===== config.mk =====
export PLATFORM = sky130hd
export DESIGN_NAME = qkv_feeder
export DESIGN_NICKNAME = d
export VERILOG_FILES = /design/src/rtl/qkv_feeder_pkg.sv /design/src/rtl/qkv_feeder_sync_fifo.sv /design/src/rtl/qkv_feeder.sv
export SDC_FILE = /design/constraint.sdc
export NUM_CORES = 1
export LEC_CHECK = 0
export ABC_AREA = 0
export BUFFER_PORTS_ARGS = -buffer_cell sky130_fd_sc_hd__buf_4
export CAP_MARGIN = 40
export CORE_ASPECT_RATIO = 0.6
export CORE_MARGIN = 1.5
export CORE_UTILIZATION = 55
export DETAILED_ROUTE_END_ITERATION = 10
export PLACE_DENSITY_LB_ADDON = 0.2
export REMOVE_ABC_BUFFERS = 1
export SLEW_MARGIN = 20
export SYNTH_ARGS = -nofsm -noshare
export SYNTH_HDL_FRONTEND = slang
export SYNTH_SLANG_ARGS = --single-unit

===== constraint.sdc =====
create_clock -name clk -period 3.2 [get_ports clk]
set_input_delay 0.16 -clock clk [delete_from_list [all_inputs] [get_ports clk]]
set_output_delay 0.16 -clock clk [all_outputs]
set_load 0.02 [all_outputs]

===== src/rtl/qkv_feeder_pkg.sv =====
// Shared vector types, sequence-length type and feeder state enum for the
// Q/K/V feeder and the PE it drives.
package qkv_feeder_pkg;

    localparam int MAX_EMBEDDING_DIM = 4;
    localparam int ELEM_W            = 8;
    localparam int SEQ_LEN_W_DEF     = 16;

    typedef logic [MAX_EMBEDDING_DIM-1:0][ELEM_W-1:0] Q_VECTOR_T;
    typedef logic [MAX_EMBEDDING_DIM-1:0][ELEM_W-1:0] K_VECTOR_T;
    typedef logic [MAX_EMBEDDING_DIM-1:0][ELEM_W-1:0] V_VECTOR_T;

    typedef logic [SEQ_LEN_W_DEF-1:0] SEQ_LEN_T;

    typedef enum logic {
        FEED_IDLE   = 1'b0,
        FEED_STREAM = 1'b1
    } feeder_state_e;

endpackage


===== src/rtl/qkv_feeder_sync_fifo.sv =====
// Type-parameterised synchronous FIFO with valid/ready on both sides.
// Head data is registered storage, so a push is visible one cycle later.
module sync_fifo #(
    parameter type T     = logic [7:0],
    parameter int  DEPTH = 4
) (
    input  logic clk,
    input  logic rst,
    input  logic push_vld_i,
    output logic push_rdy_o,
    input  T     push_data_i,
    output logic pop_vld_o,
    input  logic pop_rdy_i,
    output T     pop_data_o
);

    localparam int PTR_W = (DEPTH > 1) ? $clog2(DEPTH) : 1;
    localparam int CNT_W = $clog2(DEPTH) + 1;

    T                 mem_q [DEPTH];
    logic [PTR_W-1:0] wr_ptr_q;
    logic [PTR_W-1:0] rd_ptr_q;
    logic [CNT_W-1:0] cnt_q;
    logic             push;
    logic             pop;

    assign push_rdy_o = (cnt_q != CNT_W'(DEPTH));
    assign pop_vld_o  = (cnt_q != '0);
    assign pop_data_o = mem_q[rd_ptr_q];
    assign push       = push_vld_i && push_rdy_o;
    assign pop        = pop_vld_o && pop_rdy_i;

    always_ff @(posedge clk) begin
        if (push) begin
            mem_q[wr_ptr_q] <= push_data_i;
        end
    end

    // Pointers wrap naturally because DEPTH is a power of two.
    always_ff @(posedge clk) begin
        if (rst) begin
            wr_ptr_q <= '0;
            rd_ptr_q <= '0;
            cnt_q    <= '0;
        end else begin
            if (push) begin
                wr_ptr_q <= wr_ptr_q + PTR_W'(1);
            end
            if (pop) begin
                rd_ptr_q <= rd_ptr_q + PTR_W'(1);
            end
            if (push && !pop) begin
                cnt_q <= cnt_q + CNT_W'(1);
            end else if (pop && !push) begin
                cnt_q <= cnt_q - CNT_W'(1);
            end
        end
    end

endmodule


===== src/rtl/qkv_feeder.sv =====
// Feeds one latched Q plus a row of K/V pairs into the PE handshakes.
// Define QKV_FEEDER_B2B_EN to allow the next Q in the cycle that finishes a row.
module qkv_feeder
    import qkv_feeder_pkg::*;
#(
    parameter int KV_DEPTH  = 4,
    parameter int SEQ_LEN_W = 16
) (
    input  logic                 clk,
    input  logic                 rst,
    input  logic [SEQ_LEN_W-1:0] seq_len_in,
    input  logic                 q_vld_in,
    output logic                 q_rdy_out,
    input  Q_VECTOR_T            q_in,
    input  logic                 k_vld_in,
    output logic                 k_rdy_out,
    input  K_VECTOR_T            k_in,
    input  logic                 v_vld_in,
    output logic                 v_rdy_out,
    input  V_VECTOR_T            v_in,
    output logic                 pe_q_vld_out,
    input  logic                 pe_q_rdy_in,
    output Q_VECTOR_T            pe_q_out,
    output logic                 pe_k_vld_out,
    input  logic                 pe_k_rdy_in,
    output K_VECTOR_T            pe_k_out,
    output logic                 pe_v_vld_out,
    input  logic                 pe_v_rdy_in,
    output V_VECTOR_T            pe_v_out,
    output logic [SEQ_LEN_W-1:0] kv_count_out,
    output logic                 row_done_out
);

    feeder_state_e        state_q, state_d;
    logic [SEQ_LEN_W-1:0] len_q, len_d;
    logic [SEQ_LEN_W-1:0] count_q, count_d;
    Q_VECTOR_T            q_q, q_d;
    logic                 done_q, done_d;

    logic                 k_push_rdy, v_push_rdy;
    logic                 k_avail, v_avail;
    logic                 kv_vld;
    logic                 fire;
    logic                 last_pair;
    logic                 q_acc;
    logic [SEQ_LEN_W-1:0] cnt_inc;

    sync_fifo #(.T(K_VECTOR_T), .DEPTH(KV_DEPTH)) u_k_fifo (
        .clk         (clk),
        .rst         (rst),
        .push_vld_i  (k_vld_in),
        .push_rdy_o  (k_push_rdy),
        .push_data_i (k_in),
        .pop_vld_o   (k_avail),
        .pop_rdy_i   (fire),
        .pop_data_o  (pe_k_out)
    );

    sync_fifo #(.T(V_VECTOR_T), .DEPTH(KV_DEPTH)) u_v_fifo (
        .clk         (clk),
        .rst         (rst),
        .push_vld_i  (v_vld_in),
        .push_rdy_o  (v_push_rdy),
        .push_data_i (v_in),
        .pop_vld_o   (v_avail),
        .pop_rdy_i   (fire),
        .pop_data_o  (pe_v_out)
    );

    // Every handshake output is forced low while reset is held.
    assign kv_vld       = !rst && (state_q == FEED_STREAM) && k_avail && v_avail;
    assign fire         = kv_vld && pe_k_rdy_in && pe_v_rdy_in && pe_q_rdy_in;
    assign cnt_inc      = count_q + SEQ_LEN_W'(1);
    assign last_pair    = (cnt_inc == len_q);

`ifdef QKV_FEEDER_B2B_EN
    assign q_rdy_out    = !rst && ((state_q == FEED_IDLE) || (fire && last_pair));
`else
    assign q_rdy_out    = !rst && (state_q == FEED_IDLE);
`endif

    assign q_acc        = q_vld_in && q_rdy_out;
    assign k_rdy_out    = !rst && k_push_rdy;
    assign v_rdy_out    = !rst && v_push_rdy;
    assign pe_q_vld_out = !rst && (state_q == FEED_STREAM);
    assign pe_q_out     = q_q;
    assign pe_k_vld_out = kv_vld;
    assign pe_v_vld_out = kv_vld;
    assign kv_count_out = rst ? '0 : count_q;
    assign row_done_out = !rst && done_q;

    always_ff @(posedge clk) begin
        if (rst) begin
            state_q <= FEED_IDLE;
            len_q   <= '0;
            count_q <= '0;
            q_q     <= '0;
            done_q  <= 1'b0;
        end else begin
            state_q <= state_d;
            len_q   <= len_d;
            count_q <= count_d;
            q_q     <= q_d;
            done_q  <= done_d;
        end
    end

    // A Q accept is evaluated after the fire so a back-to-back row overrides
    // the completed row's return to IDLE and restarts the count.
    always_comb begin
        state_d = state_q;
        len_d   = len_q;
        count_d = count_q;
        q_d     = q_q;
        done_d  = 1'b0;
        if (fire) begin
            count_d = cnt_inc;
            if (last_pair) begin
                state_d = FEED_IDLE;
                done_d  = 1'b1;
            end
        end
        if (q_acc) begin
            q_d     = q_in;
            len_d   = seq_len_in;
            count_d = '0;
            if (seq_len_in == '0) begin
                state_d = FEED_IDLE;
                done_d  = 1'b1;
            end else begin
                state_d = FEED_STREAM;
            end
        end
    end

endmodule


# --- After elaboration in Yosys (flattened, before gate mapping) ---
# Memory sizes are Yosys's and may differ from the RTL's. A register that Yosys moved wholly into a read port is not among the register bits.
# Index checks and enable logic that the tools add are counted.
totals:
  ff_bits: 80
  ramBits: 256
  inputBits: 120
  mem_count: 2
op_classes:
  add_sub_neg: 9
  eq_ne: 3
  muxes: 21
  bitwise: 1
  reduce_logical: 33
memory_table:
  columns: ["name", "words", "width", "rd", "rd_ports_with_merged_regs", "write_ports", "line_no", "rtl"]
  rows:
  - ["u_k_fifo.mem_q", 4, 32, 1, 1, 1, "qkv_feeder_sync_fifo.sv:20", "T mem_q [DEPTH];"]
  - ["u_v_fifo.mem_q", 4, 32, 1, 1, 1, "qkv_feeder_sync_fifo.sv:20", null]
op_table:
  columns: ["cell", "n"]
  rows:
  - ["$logic_and A1 B1 Y1", 19]
  - ["$add A16 B1 Y16 const B", 1]
  - ["$eq A16 B16 Y1", 1]
  - ["$logic_not A16 Y1", 1]
  - ["$mux W16", 1]
  - ["$mux W1", 12]
  - ["$mux W3", 4]
  - ["$add A2 B1 Y2 const B", 4]
  - ["$mux W2", 4]
  - ["$reduce_bool A2 Y1", 4]
  - ["$add A3 B1 Y3 const B", 2]
  - ["$ne A3 B3 Y1 const B", 2]
  - ["$reduce_bool A3 Y1", 2]
  - ["$sub A3 B1 Y3 const B", 2]
  - ["$logic_not A1 Y1", 5]
  - ["$reduce_and A2 Y1", 1]
  - ["$reduce_or A2 Y1", 1]
  - ["$not A1 Y1", 1]

# --- Longest topological paths before layout ---
logic_depth:
  depth_word: 11
  depth_mapped: 11
  mapped_depth_nobuf: 9

# --- Cells and area by module ---
# A second synthesis with hierarchy kept.
unflattened:
  hier_cells: 843
  area_unflattened_um2: 13591.8
by_module_without_submodules:
  columns: ["module", "n_inst", "cells_each", "area_each_um2"]
  rows:
  - ["sync_fifo", 2, 215, 5136.2]
  - ["qkv_feeder", 1, 413, 3319.4]

# --- Worst setup path after synthesis ---
# No wires, ideal clock.
synth_path:
  path_kind: "register to register"
  start: "reg u_k_fifo.cnt_q[0]"
  end: "reg u_v_fifo.cnt_q[2]"
  setup_time_ns: 0.071
  arrival_ns: 2.416
  required_ns: 3.129
  path_slack_ns: 0.713
  path_stages_with_launch: 12
  cell_sequence: "dfxtp_1 -> or3_1 -> and4b_1 -> buf_2 -> buf_2 -> inv_1 -> ha_1 -> inv_1 -> fa_1 -> xor2_1 -> or3_1 -> a21oi_1"
synth_between:
  elab_chain_cells: 10
synth_lines:
  columns: ["element", "line_no", "rtl"]
  rows:
  - ["from (decl)", "qkv_feeder_sync_fifo.sv:23", "logic [CNT_W-1:0] cnt_q;"]
  - ["from (signal assigned)", "qkv_feeder_sync_fifo.sv:53", "cnt_q <= cnt_q + CNT_W'(1);"]
  - ["from (signal assigned)", "qkv_feeder_sync_fifo.sv:55", "cnt_q <= cnt_q - CNT_W'(1);"]
  - ["$reduce_bool A3 Y1 *", "qkv_feeder_sync_fifo.sv:28", "assign pop_vld_o = (cnt_q != '0);"]
  - ["$logic_and A1 B1 Y1 * (2 in series)", "qkv_feeder.sv:71", "assign kv_vld = !rst && (state_q == FEED_STREAM) && k_avail && v_avail;"]
  - ["$logic_and A1 B1 Y1 * (3 in series)", "qkv_feeder.sv:72", "assign fire = kv_vld && pe_k_rdy_in && pe_v_rdy_in && pe_q_rdy_in;"]
  - ["$logic_and A1 B1 Y1 *", "qkv_feeder_sync_fifo.sv:31", "assign pop = pop_vld_o && pop_rdy_i;"]
  - ["$logic_not A1 Y1", "qkv_feeder_sync_fifo.sv:52", "if (push && !pop) begin"]
  - ["$logic_and A1 B1 Y1", "qkv_feeder_sync_fifo.sv:52", null]
  - ["$mux W3 or $reduce_bool A2 Y1 (tied branches)", null, null]
  - ["to (signal assigned)", "qkv_feeder_sync_fifo.sv:53", null]
  - ["to (signal assigned)", "qkv_feeder_sync_fifo.sv:55", null]
  - ["to (decl)", "qkv_feeder_sync_fifo.sv:23", null]
# Mark *: on every way between the ends. The rest lies on a longest branch, timed or not.
# A chain may end at the register's enable or synchronous reset.

# --- Worst setup path in the final report ---
layout_path:
  start: "reg u_k_fifo.cnt_q[2]"
  end: "reg u_k_fifo.cnt_q[2]"
layout_between:
  elab_chain_cells: 10
layout_lines:
  columns: ["element", "line_no"]
  rows:
  - ["$reduce_bool A3 Y1", "qkv_feeder_sync_fifo.sv:28"]
  - ["$logic_and A1 B1 Y1 (2 in series)", "qkv_feeder.sv:71"]
  - ["$logic_and A1 B1 Y1 (3 in series)", "qkv_feeder.sv:72"]
  - ["$logic_and A1 B1 Y1", "qkv_feeder_sync_fifo.sv:31"]
  - ["$logic_not A1 Y1", "qkv_feeder_sync_fifo.sv:52"]
  - ["$logic_and A1 B1 Y1", "qkv_feeder_sync_fifo.sv:52"]
  - ["$mux W3 or $reduce_bool A2 Y1 (tied branches)", null]
# Several ways; a longest one is shown, not always the timed one. The select of a mux whose other input is x is not followed.

==> metrics.txt <==
critical path capture point type flop; CTS Root Cell clkbuf_16; status finished clean; area fraction of the dominant cell type after synthesis 57.72%; Lkg Pwr about 6.3 nW; Layout Skew 0.01424 ns; first-pass GRT wire length 44.89 mm; Seq/Total Area, Yosys approximately 70%; endpoints failing setup 0; Most used DFF post-synth edfxtp_1; Sink Count 340; slack of the critical path ~0.64 ns; dpl hpwl roughly 18 mm; post-cts gate resize count 0; DR WL/cell about 19 um; Initial Utilization between 50% and 60%; die area ~0.025 sq mm; EDFF count, synth 256; Pins Over Slew Limit 0; Hold Slack about 0.15 ns; wirelength, routed approximately 29 mm; chip height ~120 um; min Tclk post-route between 2 and 3 ns; Synth cell types between 40 and 50; Peak VDD IR between 600 and 700 uV; count leader, synth edfxtp_1; asr flop ratio synth 0%; critical path arrival 3.04 ns; Final Hold Vio Count 0; initial antenna violation count 1; Tightest Pin Transition 0.7223 ns; starting DRC count in detailed routing ~520; vias in the first global route 8,102; most frequent cells after synthesis edfxtp_1, dfxtp_1, mux4_2, nand2_1, o21ai_0; core area between 0.02 and 0.025 sq mm; warning count from the yosys run 0; io pins roughly 240; IO buf count 238; Area growth, synth to finish 31.84%; type of the worst min-delay path primary input to flop; remaining routing DRC violations 0; CP max FO 9; normalized max-slew margin around half; Fin Setup TNS 0 ns; pwr dens around 600 mW/mm^2; Tcrit/Tclk final 80.06%; number of synthesized register bits 340; Critical Path Start Type flop; die width slightly above 200 um; Routed Antenna Nets 0; Final GP Congestion about 0.80; largest area contributor in the netlist edfxtp_1; Cells after Synth approximately 830; CTS buffer count 30; std cell rows 43; Vias/cell ~5.3; Clock Tree Buf Depth 3; pre-CTS WS roughly 0.65 ns; Avg Cell Area, Syn 16.01 sq um; Worst-path clk slew 0.07 ns; area of the mapped netlist around 0.013 sq mm; max_cap viols 0; H-tree depth 1; CP Class flop to flop; grt ovf 0; Worst Path Required 3.68 ns; CTS tree yes; Skew-Pair Late Insertion Delay ~0.56 ns; ranking of synthesized cells by area edfxtp_1, dfxtp_1, mux4_2; gr usage total a little under a quarter; vias after detailed routing between 8k and 9k; Layout Nets ~1.3k; layout cells sized above 1 between 30% and 40%; Post-CTS Setup Bufs 0; RSZ-0062 raised after global routing false; largest net degree at the start of global routing approximately 100; drt first pass iters 4; FMAX roughly 0.39 GHz
[critical path, stage by stage, from the launching register on]
cell	delay (ns)
dfxtp_1	0.33
or3_1	0.39
and4b_1	0.28
inv_2	0.20
ha_1	0.22
inv_1	0.06
fa_1	0.37
xor2_1	0.17
or3_1	0.31
a21oi_1	0.14
[registers in the layout, indices dropped and copies added (netlist names), named ones only]
name and count:
u_k_fifo.cnt_q 3, len_q 16, count_q 16, pe_q_out 32, u_v_fifo.wr_ptr_q 2, u_k_fifo.rd_ptr_q 2
u_v_fifo.rd_ptr_q 2, u_k_fifo.wr_ptr_q 2, state_q 1, done_q 1, u_v_fifo.cnt_q 3, u_v_fifo.mem_q 128
u_k_fifo.mem_q 128
[path summary, 6_finish.rpt]
| kind | from | endpoint | slack [ns] | depth (start not counted) |
|---|---|---|---|---|
| setup reg to reg | u_k_fifo.cnt_q[2]$_SDFFE_PP0P_ | u_k_fifo.cnt_q[2]$_SDFFE_PP0P_ | 0.64 | 9 |
| hold / removal | k_vld_in | u_k_fifo.wr_ptr_q[1]$_SDFFE_PP0P_ | 0.15 | 4 |
| hold reg to reg | pe_q_out[1]$_SDFFE_PP0P_ | pe_q_out[1]$_SDFFE_PP0P_ | 0.48 | 2 |
| setup / recovery | u_k_fifo.cnt_q[2]$_SDFFE_PP0P_ | u_k_fifo.cnt_q[2]$_SDFFE_PP0P_ | 0.64 | 9 |
[report_power, final]
part | switching, mW | internal (mW) | leakage [nW]
sequential | 0.127 | 5.12 | 3.03
combinational | 0.733 | 0.635 | 2.80
clock | 1.56 | 2.10 | 0.493
[through the flow]
step	area [sq um]	cells	util, %	total power, mW
after global placement	15410	1350	65.69	6.553
after global routing	17560	1521	74.86	10.65
after detailed placement	15410	1350	65.69	6.591
final	17560	1521	74.86	10.28
after CTS	17560	1520	74.85	10.35
after floorplan	13090	782	-	5.984
[layout make-up]
type	instances	area [sq um]
clock buffer	42	850.8
fill	1430	5898
timing repair buffer	367	3065
inverter	10	37.54
tap	315	394.1
clock inverter	14	155.1
multi-input combinational	432	3682
sequential	340	9371
antenna	1	2.502
[what timing repair did]
item / 4_1_cts / 5_1_grt
setup endpoints to repair: 0 / 0
hold buffers: 114 / 0
endpoints found under the hold margin: 306 / 0
[cell usage in the layout, fill, tap and decap left out, drive strengths merged, types with 6 or more instances in the layout]
| cell type | count |
|---|---|
| nand2b | 52 |
| mux2i | 6 |
| mux4 | 64 |
| nand3 | 9 |
| clkinv | 8 |
| nand4 | 8 |
| nor4 | 8 |
| o21ai | 54 |
| xor2 | 18 |
| a21oi | 10 |
| inv | 11 |
| clkbuf | 42 |
| dlygate4sd3 | 114 |
| or3 | 6 |
| nor2b | 19 |
| nand2 | 61 |
| and2 | 9 |
| xnor2 | 23 |
| edfxtp | 256 |
| nor2 | 42 |
| ha | 11 |
| buf | 253 |
| dfxtp | 84 |
[per-layer routing]
layer	wire [um]	up-vias	track usage (%)
li1	-	3810	-
met1	13140	3938	34.08
met2	13270	243	35.84
met3	1986	42	5.930
met4	464	0	4.537
met5	0	-	0
[cells by family after synthesis]
| kind of cell | count (synthesis) | synth area share [%] |
|---|---|---|
| multiplexers | 70 | 11.27 |
| AO/OA/AOI/OAI | 80 | 3.485 |
| buffers and inverters | 60 | 2.020 |
| XOR/XNOR | 41 | 2.696 |
| adder cells (fa/ha/maj) | 13 | 1.334 |
| AND/OR/NAND/NOR | 228 | 8.849 |
| flip-flops | 340 | 70.34 |
Power figures use the tool's default switching activity.
